<file path="src/rtl/dma_desc_processor_pkg.sv">
// Shared constants and types for the DMA descriptor processor.
package dma_desc_processor_pkg;

  // Bus beat size; descriptor addresses are aligned to this.
  localparam int BEAT_BYTES = 32;

  // Command field widths pushed into the read/write command FIFOs.
  localparam int ADDR_W = 32;
  localparam int BCNT_W = 16;

  // Descriptor sequencing states.
  typedef enum logic [1:0] {
    ST_IDLE  = 2'd0,
    ST_CALC  = 2'd1,
    ST_ISSUE = 2'd2,
    ST_DONE  = 2'd3
  } state_t;

endpackage

</file>
<file path="src/rtl/dma_desc_processor.sv">
// DMA descriptor processor: splits one {src, dst, len} descriptor into
// chunks of at most MAX_CHUNK_BYTES and pushes each chunk as a paired
// read/write command. Pulses desc_done_o once per descriptor.
module dma_desc_processor
  import dma_desc_processor_pkg::*;
#(
  parameter int LEN_W           = 24,
  parameter int MAX_CHUNK_BYTES = 1024
) (
  input  logic              clk,
  input  logic              reset,
  input  logic              desc_valid_i,
  output logic              desc_ready_o,
  input  logic [ADDR_W-1:0] desc_src_addr_i,
  input  logic [ADDR_W-1:0] desc_dst_addr_i,
  input  logic [LEN_W-1:0]  desc_len_i,
  output logic              dma_rd_fifo_command_req_o,
  output logic [BCNT_W-1:0] dma_rd_bytes_to_transfer_o,
  output logic [ADDR_W-1:0] dma_rd_addr_o,
  input  logic              dma_rd_fifo_full_i,
  output logic              dma_wr_fifo_command_req_o,
  output logic [BCNT_W-1:0] dma_wr_bytes_to_transfer_o,
  output logic [ADDR_W-1:0] dma_wr_addr_o,
  input  logic              dma_wr_fifo_full_i,
  output logic              desc_busy_o,
  output logic              desc_done_o
);

  // Next chunk size: the remainder, capped at the maximum command size.
  function automatic logic [BCNT_W-1:0] f_chunk(input logic [LEN_W-1:0] rem);
    logic [31:0] w_rem;
    w_rem = 32'(rem);
    if (w_rem > 32'(MAX_CHUNK_BYTES)) begin
      return BCNT_W'(MAX_CHUNK_BYTES);
    end
    return BCNT_W'(w_rem);
  endfunction

  state_t            r_state;
  logic [ADDR_W-1:0] r_src;
  logic [ADDR_W-1:0] r_dst;
  logic [LEN_W-1:0]  r_rem;
  logic [BCNT_W-1:0] r_chunk;
  logic              r_rd_req;
  logic              r_wr_req;
  logic [ADDR_W-1:0] r_rd_addr;
  logic [ADDR_W-1:0] r_wr_addr;
  logic [BCNT_W-1:0] r_rd_bytes;
  logic [BCNT_W-1:0] r_wr_bytes;
  logic              r_done;

  logic              w_both_free;
  logic              w_last_chunk;

  // Both command FIFOs must have room before a pair is pushed; the chunk
  // in hand is the last one when it consumes all of the remainder.
  always_comb begin
    w_both_free  = !dma_rd_fifo_full_i && !dma_wr_fifo_full_i;
    w_last_chunk = (r_rem == LEN_W'(r_chunk));
  end

  // Descriptor FSM with its address/length datapath and registered commands.
  always_ff @(posedge clk or posedge reset) begin
    if (reset) begin
      r_state    <= ST_IDLE;
      r_src      <= '0;
      r_dst      <= '0;
      r_rem      <= '0;
      r_chunk    <= '0;
      r_rd_req   <= 1'b0;
      r_wr_req   <= 1'b0;
      r_rd_addr  <= '0;
      r_wr_addr  <= '0;
      r_rd_bytes <= '0;
      r_wr_bytes <= '0;
      r_done     <= 1'b0;
    end else begin
      r_rd_req <= 1'b0;
      r_wr_req <= 1'b0;
      r_done   <= 1'b0;
      case (r_state)
        ST_IDLE: begin
          if (desc_valid_i) begin
            r_src   <= desc_src_addr_i;
            r_dst   <= desc_dst_addr_i;
            r_rem   <= desc_len_i;
            r_state <= ST_CALC;
          end
        end
        ST_CALC: begin
          r_chunk <= f_chunk(r_rem);
          r_state <= (r_rem == '0) ? ST_DONE : ST_ISSUE;
        end
        ST_ISSUE: begin
          // Hold here with requests low until both FIFOs can take the pair.
          if (w_both_free) begin
            r_rd_req   <= 1'b1;
            r_wr_req   <= 1'b1;
            r_rd_addr  <= r_src;
            r_wr_addr  <= r_dst;
            r_rd_bytes <= r_chunk;
            r_wr_bytes <= r_chunk;
            r_src      <= r_src + ADDR_W'(r_chunk);
            r_dst      <= r_dst + ADDR_W'(r_chunk);
            r_rem      <= r_rem - LEN_W'(r_chunk);
            r_state    <= w_last_chunk ? ST_DONE : ST_CALC;
          end
        end
        ST_DONE: begin
          r_done  <= 1'b1;
          r_state <= ST_IDLE;
        end
        default: begin
          r_state <= ST_IDLE;
        end
      endcase
    end
  end

  // Handshake/status decode and output mapping.
  always_comb begin
    desc_ready_o               = (r_state == ST_IDLE);
    desc_busy_o                = (r_state != ST_IDLE);
    desc_done_o                = r_done;
    dma_rd_fifo_command_req_o  = r_rd_req;
    dma_rd_addr_o              = r_rd_addr;
    dma_rd_bytes_to_transfer_o = r_rd_bytes;
    dma_wr_fifo_command_req_o  = r_wr_req;
    dma_wr_addr_o              = r_wr_addr;
    dma_wr_bytes_to_transfer_o = r_wr_bytes;
  end

endmodule

</file>
<file path="config.mk">
export PLATFORM = sky130hd
export DESIGN_NAME = dma_desc_processor
export DESIGN_NICKNAME = d
export VERILOG_FILES = /design/src/rtl/dma_desc_processor_pkg.sv /design/src/rtl/dma_desc_processor.sv
export SDC_FILE = /design/constraint.sdc
export NUM_CORES = 1
export LEC_CHECK = 0
export CELL_PAD_IN_SITES_DETAIL_PLACEMENT = 0
export CELL_PAD_IN_SITES_GLOBAL_PLACEMENT = 1
export CORE_ASPECT_RATIO = 1.75
export CORE_MARGIN = 4
export CORE_UTILIZATION = 43
export DETAILED_ROUTE_END_ITERATION = 10
export GPL_TIMING_DRIVEN = 1
export PLACE_DENSITY_LB_ADDON = 0.1
export SETUP_SLACK_MARGIN = 0.3
export SLEW_MARGIN = 20
export SYNTH_ARGS = -nofsm -noshare
export SYNTH_HDL_FRONTEND = slang
export SYNTH_SLANG_ARGS = --single-unit
</file>
<file path="constraint.sdc">
create_clock -name clk -period 14.9 [get_ports clk]
set_input_delay 2.98 -clock clk [delete_from_list [all_inputs] [get_ports clk]]
set_output_delay 2.98 -clock clk [all_outputs]
set_load 0.05 [all_outputs]
</file>
==> flow_metrics.tcl, run 1 <==
set metrics [dict create \
    synth_area_sq_mm 0.01086 \
    max-cap-violations 0 \
    cts_sinks 188 \
    synth_warnings 0 \
    path_max_fanout 46 \
    drcViolationCount 0 \
    wire_per_inst_microns 19.20 \
    worst_hold_startpoint "dma_rd_addr_o[26]" \
    wl_mm 32.95 \
    synthArstFlopShare_pct 100.0 \
    antenna_found_initial 0 \
    final_nets 1537 \
    io_pins 194 \
    reg2reg_to "r_dst[18]" \
    whs_path_depth 2 \
    port_buffers 193 \
    placed_area_sq_mm 0.01288 \
    rows 76 \
    ys_seq_area_share_pct 43.33 \
    die-area_sq_mm 0.02796 \
    n_antenna_cell 0 \
    synth_seq_cells 188 \
    fmax_ghz 0.1670 \
    grt_max_degree 121 \
    hold_buffers 0 \
    hpwl_mm 23.31 \
    slew_viol_final 0 \
    grt-ovfl-total 0 \
    r2r_cells 8 \
    cts_tree "built" \
    power.density_mw_per_mm2 213.3 \
    fin_util_pct 54.58 \
    clk_path_buf_depth 2 \
    outcome "finished, final reports clean" \
    ys.flop_type "dfrtp_1" \
    gr-usage-all-layers_pct 24.25 \
    path_class "in2reg" \
    start_util_pct 43.92 \
    min_to "dma_rd_addr_o[26]" \
    skew_ns 0.009230 \
    firstDrtPassIters 7 \
    setup-tns-final_ns 0 \
    finalHoldViolations 0 \
    area_delta_synth_final_pct 24.29 \
    synth-edff-count 0 \
    period_needed_ns 5.988 \
    ant_nets 0 \
    syn_inst 1255 \
    r2r_setup_slack_ns 11.28 \
    rsz0062_at_grt "no" \
    end_kind "register" \
    cts_setup_buffers 0 \
    cts_root_buffer "clkbuf_16" \
    fp.coreArea_sq_mm 0.02472 \
    worstReg2RegStart "r_state[1]" \
    syn_avg_cell_area_sq_um 8.652 \
    die_height_microns 218.2 \
    final_area_sq_mm 0.01350 \
    peakVddDrop_mv 0.1092 \
    h-tree-depth 4 \
    dieWidth_microns 128.1 \
    drtIter0Drc 597 \
    cts_buffers 17 \
    synth_cell_type_count 77 \
    vias_per_cell 5.660 \
    leakage_nw 5.850 \
    worstPathArrival_ns 6.31 \
    holdCritPathClass "reg2reg" \
    grt_pass1_wl_mm 53.14 \
    crit_path_start_kind "primary input" \
    vias 9712 \
    clkTransAtPathRegs_ns 0.06 \
    gp_congestion 0.8748 \
    finalCritPeriodShare_pct 40.19 \
    cts-resized-gates 0 \
    first_global_vias 9910 \
    relSlewSlack_pct 35.17 \
    syn_nets 1399 \
    drive_gt1_share_pct 4.772 \
    clk_latency_ns 0.45 \
    setup_viol 0 \
    tightestPinTransition_ns 0.9699 \
    worstPathRequired_ns 15.22 \
]
[power by group]
| group | leakage [nW] | switching (mW) | internal [mW] |
|---|---|---|---|
| Combinational | 3.24 | 0.949 | 0.529 |
| Sequential | 2.31 | 0.201 | 0.715 |
| Clock | 0.306 | 0.194 | 0.291 |
[per-stage QoR]
stage	setup slack [ns]	total power, mW	hold slack (ns)	cells
after floorplan	6.806	1.943	0.4621	1255
after global placement	8.468	2.389	0.4581	1686
after detailed placement	8.427	2.406	0.4619	1686
after CTS	8.918	2.901	0.4781	1716
after global routing	8.680	3.092	0.4933	1716
final	8.912	2.878	0.4703	1716
[cell families after synthesis]
kind of cell             share of synthesized area (%)
XOR/XNOR                                         2.985
AND/OR/NAND/NOR                                  21.79
multiplexers                                    0.5647
adder cells (fa/ha/maj)                          6.084
buffers and inverters                            4.828
flip-flops                                       43.33
AO/OA/AOI/OAI                                    20.42
[metal layers]
metal / share of wire, % / vias up / GRT usage, %
met2: 53 / 263 / 44.00
met5: 0 / - / 0
li1: - / 4708 / -
met1: 39 / 4678 / 27.47
met4: 3.9 / 0 / 10.45
met3: 3.8 / 63 / 4.402
[worst max path at each step]
stage / endpoint / cells past startpoint / from
2_1_floorplan: desc_done_o / 1 / reset
3_3_place_gp: r_dst[18] / 9 / dma_rd_fifo_full_i
3_5_place_dp: r_dst[18] / 9 / dma_rd_fifo_full_i
4_1_cts: r_dst[18] / 9 / dma_rd_fifo_full_i
5_1_grt: r_dst[18] / 9 / desc_valid_i
6_report: r_dst[18] / 9 / desc_valid_i
[state kept, by name, summed over array words and instances, names as in the netlist]
name,cells
dma_wr_addr_o,32
r_dst,32
desc_done_o,1
dma_wr_fifo_command_req_o,1
dma_wr_bytes_to_transfer_o,16
r_state,2
r_chunk,16
r_rem,24
r_src,32
dma_rd_addr_o,32
[cell usage after synthesis, types with 3 or more instances]
cell         n  area [sq um]
xor2_1      14         122.6
nand3_1     25         125.1
nor2b_1      8         50.05
nor4_1       8         50.05
ha_1        48         600.6
o22ai_1     30         187.7
a211oi_2     3         37.54
or3_1       25         156.4
a21o_1      13         97.59
a211o_1      4         35.03
inv_1       35         131.4
o21ai_0     95         475.5
buf_1       17         63.81
fa_1         3         60.06
and4_1       4         35.03
o211ai_1     5         37.54
o21bai_1     4         30.03
a311oi_1    13         113.9
or4_1        4         30.03
nand2_1    288          1081
a22o_1      11         96.34
o21a_1      16         120.1
nand2b_1     5         31.28
and3_1      10         62.56
a2bb2oi_1    4         35.03
and2_1      14         87.58
a21oi_1     65         325.3
nor3b_1      5         37.54
nand4_1     10         62.56
dfrtp_1    188          4705
clkbuf_1    43         161.4
a211oi_1    14         105.1
o22a_1       5         43.79
nor2_1      72         270.3
a21oi_2      3         26.28
nor3_1      34         170.2
mux2i_1      5         50.05
buf_4       18         135.1
a31oi_1     16         100.1
xnor2_1     23         201.4
[critical path, cell delays in order]
cell and delay (ns):
clkdlybuf4s50_1 0.47, nor2b_1 0.28, o21ba_2 0.41, nand2_4 0.33
inv_2 0.67, buf_4 0.57, nand2_1 0.14, o32ai_1 0.32
nor3_1 0.09
[final cells by class]
cell class	instances	area (sq um)
clock buffer	22	474.2
clock inverter	8	140.1
fill	2326	11230
inverter	35	138.9
multi-input combinational	950	5654
sequential	188	4706
tap	312	390.4
timing repair buffer	201	1992
[layout by cell type, fill, tap and decap left out, drive strengths merged, types with 4 or more instances in the layout]
master / count
nand2: 288
clkdlybuf4s50: 193
dfrtp: 188
o21ai: 96
nor2: 73
a21oi: 69
ha: 48
nor3: 36
inv: 35
o22ai: 30
nand3: 25
or3: 25
xnor2: 23
clkbuf: 22
a211oi: 18
o21a: 16
a31oi: 16
xor2: 14
and2: 14
a21o: 13
a311oi: 13
a22o: 11
and3: 10
nand4: 10
nor4: 8
buf: 8
nor2b: 8
o211ai: 6
nor3b: 6
o22a: 5
mux2i: 5
nand2b: 5
a211o: 5
o21bai: 5
a2bb2oi: 4
and4: 4
or4: 4
clkinv: 4
bufinv: 4
Power figures use the tool's default switching activity.
==> inputs of run 2 (changes only) <==
CORE_UTILIZATION = 40   (was 43)
clock period = 6.2 ns   (was 14.9 ns; I/O delays follow)
==> run 2 against run 1 <==
  * Worst setup slack lost 6.3 ns
  * Count of clock-buffer cells in the layout shrank 4
  * Clock skew grew 0.0028 ns
  * Non-clock buffer count increased by 3
  * Final cell count is 0.99% higher
  * Via count fell by 0.94%
  * Total power rose by 140%
  * Utilization decreased by 4.0 points
  * Worst hold slack gained 0.0025 ns
  * Flip-flop and latch count is the same
  * Clock power is 130% higher
  * Combinational power increased by 140%
==> flow_metrics.tcl, run 2 (synthesis results as in run 1) <==
set metrics [dict create \
    outcome "finished, final reports clean" \
    cts_tree "built" \
    area_delta_synth_final_pct 24.37 \
    leakage_nw 5.835 \
    dieWidth_microns 132.5 \
    slew_viol_final 0 \
    die-area_sq_mm 0.02995 \
    finalWorstSetupSlack_ns 2.661 \
    fin_util_pct 50.60 \
    setup-tns-final_ns 0 \
    hold_buffers 0 \
    drive_gt1_share_pct 5.252 \
    fin_cells 1733 \
    layout_common_cells "nand2_1 (287), clkdlybuf4s50_1 (193), dfrtp_1 (187)" \
    tightestPinTransition_ns 0.9400 \
    antenna_found_initial 0 \
    power.density_mw_per_mm2 509.1 \
    h-tree-depth 4 \
    vias 9621 \
    worstPathArrival_ns 3.87 \
    peakVddDrop_mv 0.2795 \
    start_util_pct 40.68 \
    drtIter0Drc 694 \
    path_class "in2reg" \
    crit_path_start_kind "primary input" \
    end_kind "register" \
    clkTransAtPathRegs_ns 0.07 \
    skew_ns 0.01206 \
    wl_mm 33.92 \
    cts_buffers 17 \
    rsz0062_at_grt "no" \
    path_max_fanout 48 \
    io_pins 194 \
    wire_per_inst_microns 19.57 \
    grt-ovfl-total 0 \
    r2r_cells 6 \
    vias_per_cell 5.552 \
    finalHoldViolations 0 \
    clk_latency_ns 0.47 \
    whs_path_depth 2 \
    holdCritPathClass "reg2reg" \
    rows 79 \
    relSlewSlack_pct 37.10 \
    ant_nets 0 \
    fill_cells 2602 \
    die_height_microns 226.0 \
    first_global_vias 9794 \
    final_nets 1540 \
    grt_max_degree 133 \
    n_antenna_cell 0 \
    worstPathRequired_ns 6.53 \
    firstDrtPassIters 5 \
    fmax_ghz 0.2826 \
    setup_viol 0 \
    preCtsSetupSlack_ns 2.143 \
    cts_sinks 188 \
    grt_pass1_wl_mm 54.03 \
    port_buffers 193 \
    drcViolationCount 0 \
    period_needed_ns 3.539 \
    cts-resized-gates 0 \
    fp.coreArea_sq_mm 0.02669 \
    multi_input_area_sq_mm 0.005654 \
    finalCritPeriodShare_pct 57.07 \
    gp_congestion 0.8955 \
    dp.cells 1701 \
    hpwl_mm 24.23 \
    cts_root_buffer "clkbuf_16" \
    clk_path_buf_depth 2 \
    max-cap-violations 0 \
    gr-usage-all-layers_pct 22.93 \
    layout_commonest_cell "nand2_1" \
    seqCellArea_sq_mm 0.004706 \
    cts_setup_buffers 0 \
]
[run 2: path summary, 6_finish.rpt]
path                                         start                 to  slack, ns
worst min-delay path             dma_wr_addr_o[26]  dma_wr_addr_o[26]       0.47
worst max-delay path            dma_rd_fifo_full_i          r_rem[15]       2.66
max in group asynchronous                    reset         r_state[1]       4.25
worst max register to register          r_state[1]          r_rem[15]       2.95
min in group asynchronous                    reset  dma_wr_addr_o[26]       1.31
worst min register to register   dma_wr_addr_o[26]  dma_wr_addr_o[26]       0.47
[run 2: where the power goes]
part / internal, mW / switching (mW) / total (mW)
clock network: 0.573 / 0.528 / 1.10
logic: 1.28 / 2.27 / 3.55
registers: 1.72 / 0.510 / 2.23
[run 2: per-stage QoR]
step,hold WS [ns],cell area (sq um),total power [mW]
after floorplan,0.4621,10860,4.670
after global routing,0.4992,13500,7.355
after detailed placement,0.4614,12930,5.810
after CTS,0.4810,13500,6.931
final,0.4728,13500,6.875
after global placement,0.4565,12930,5.762
[run 2: cell type report]
cell class              instances  share of cell area, %
clock buffers                  18                  3.252
clock inverters                14                  1.019
inverters                      35                  1.001
multi-input cells             950                  41.87
flip-flops and latches        188                  34.85
well taps                     324                  3.002
repair buffers                204                  15.01
[run 2: worst max-delay path: stages]
cell             delay, ns
clkdlybuf4s50_1       0.43
nor3b_2               0.30
o21ba_2               0.23
nand2_4               0.30
inv_2                 0.67
buf_4                 0.50
a211oi_1              0.13
[run 2: metal layers]
layer / part of all wire, % / routed length (microns) / global-route usage (%) / up-vias
met2: 54 / 18360 / 42.44 / 207
met5: 0 / 0 / 0 / -
met3: 3.2 / 1077 / 3.455 / 45
li1: - / - / - / 4701
met4: 2.9 / 989 / 8.289 / 0
met1: 40 / 13490 / 26.78 / 4668
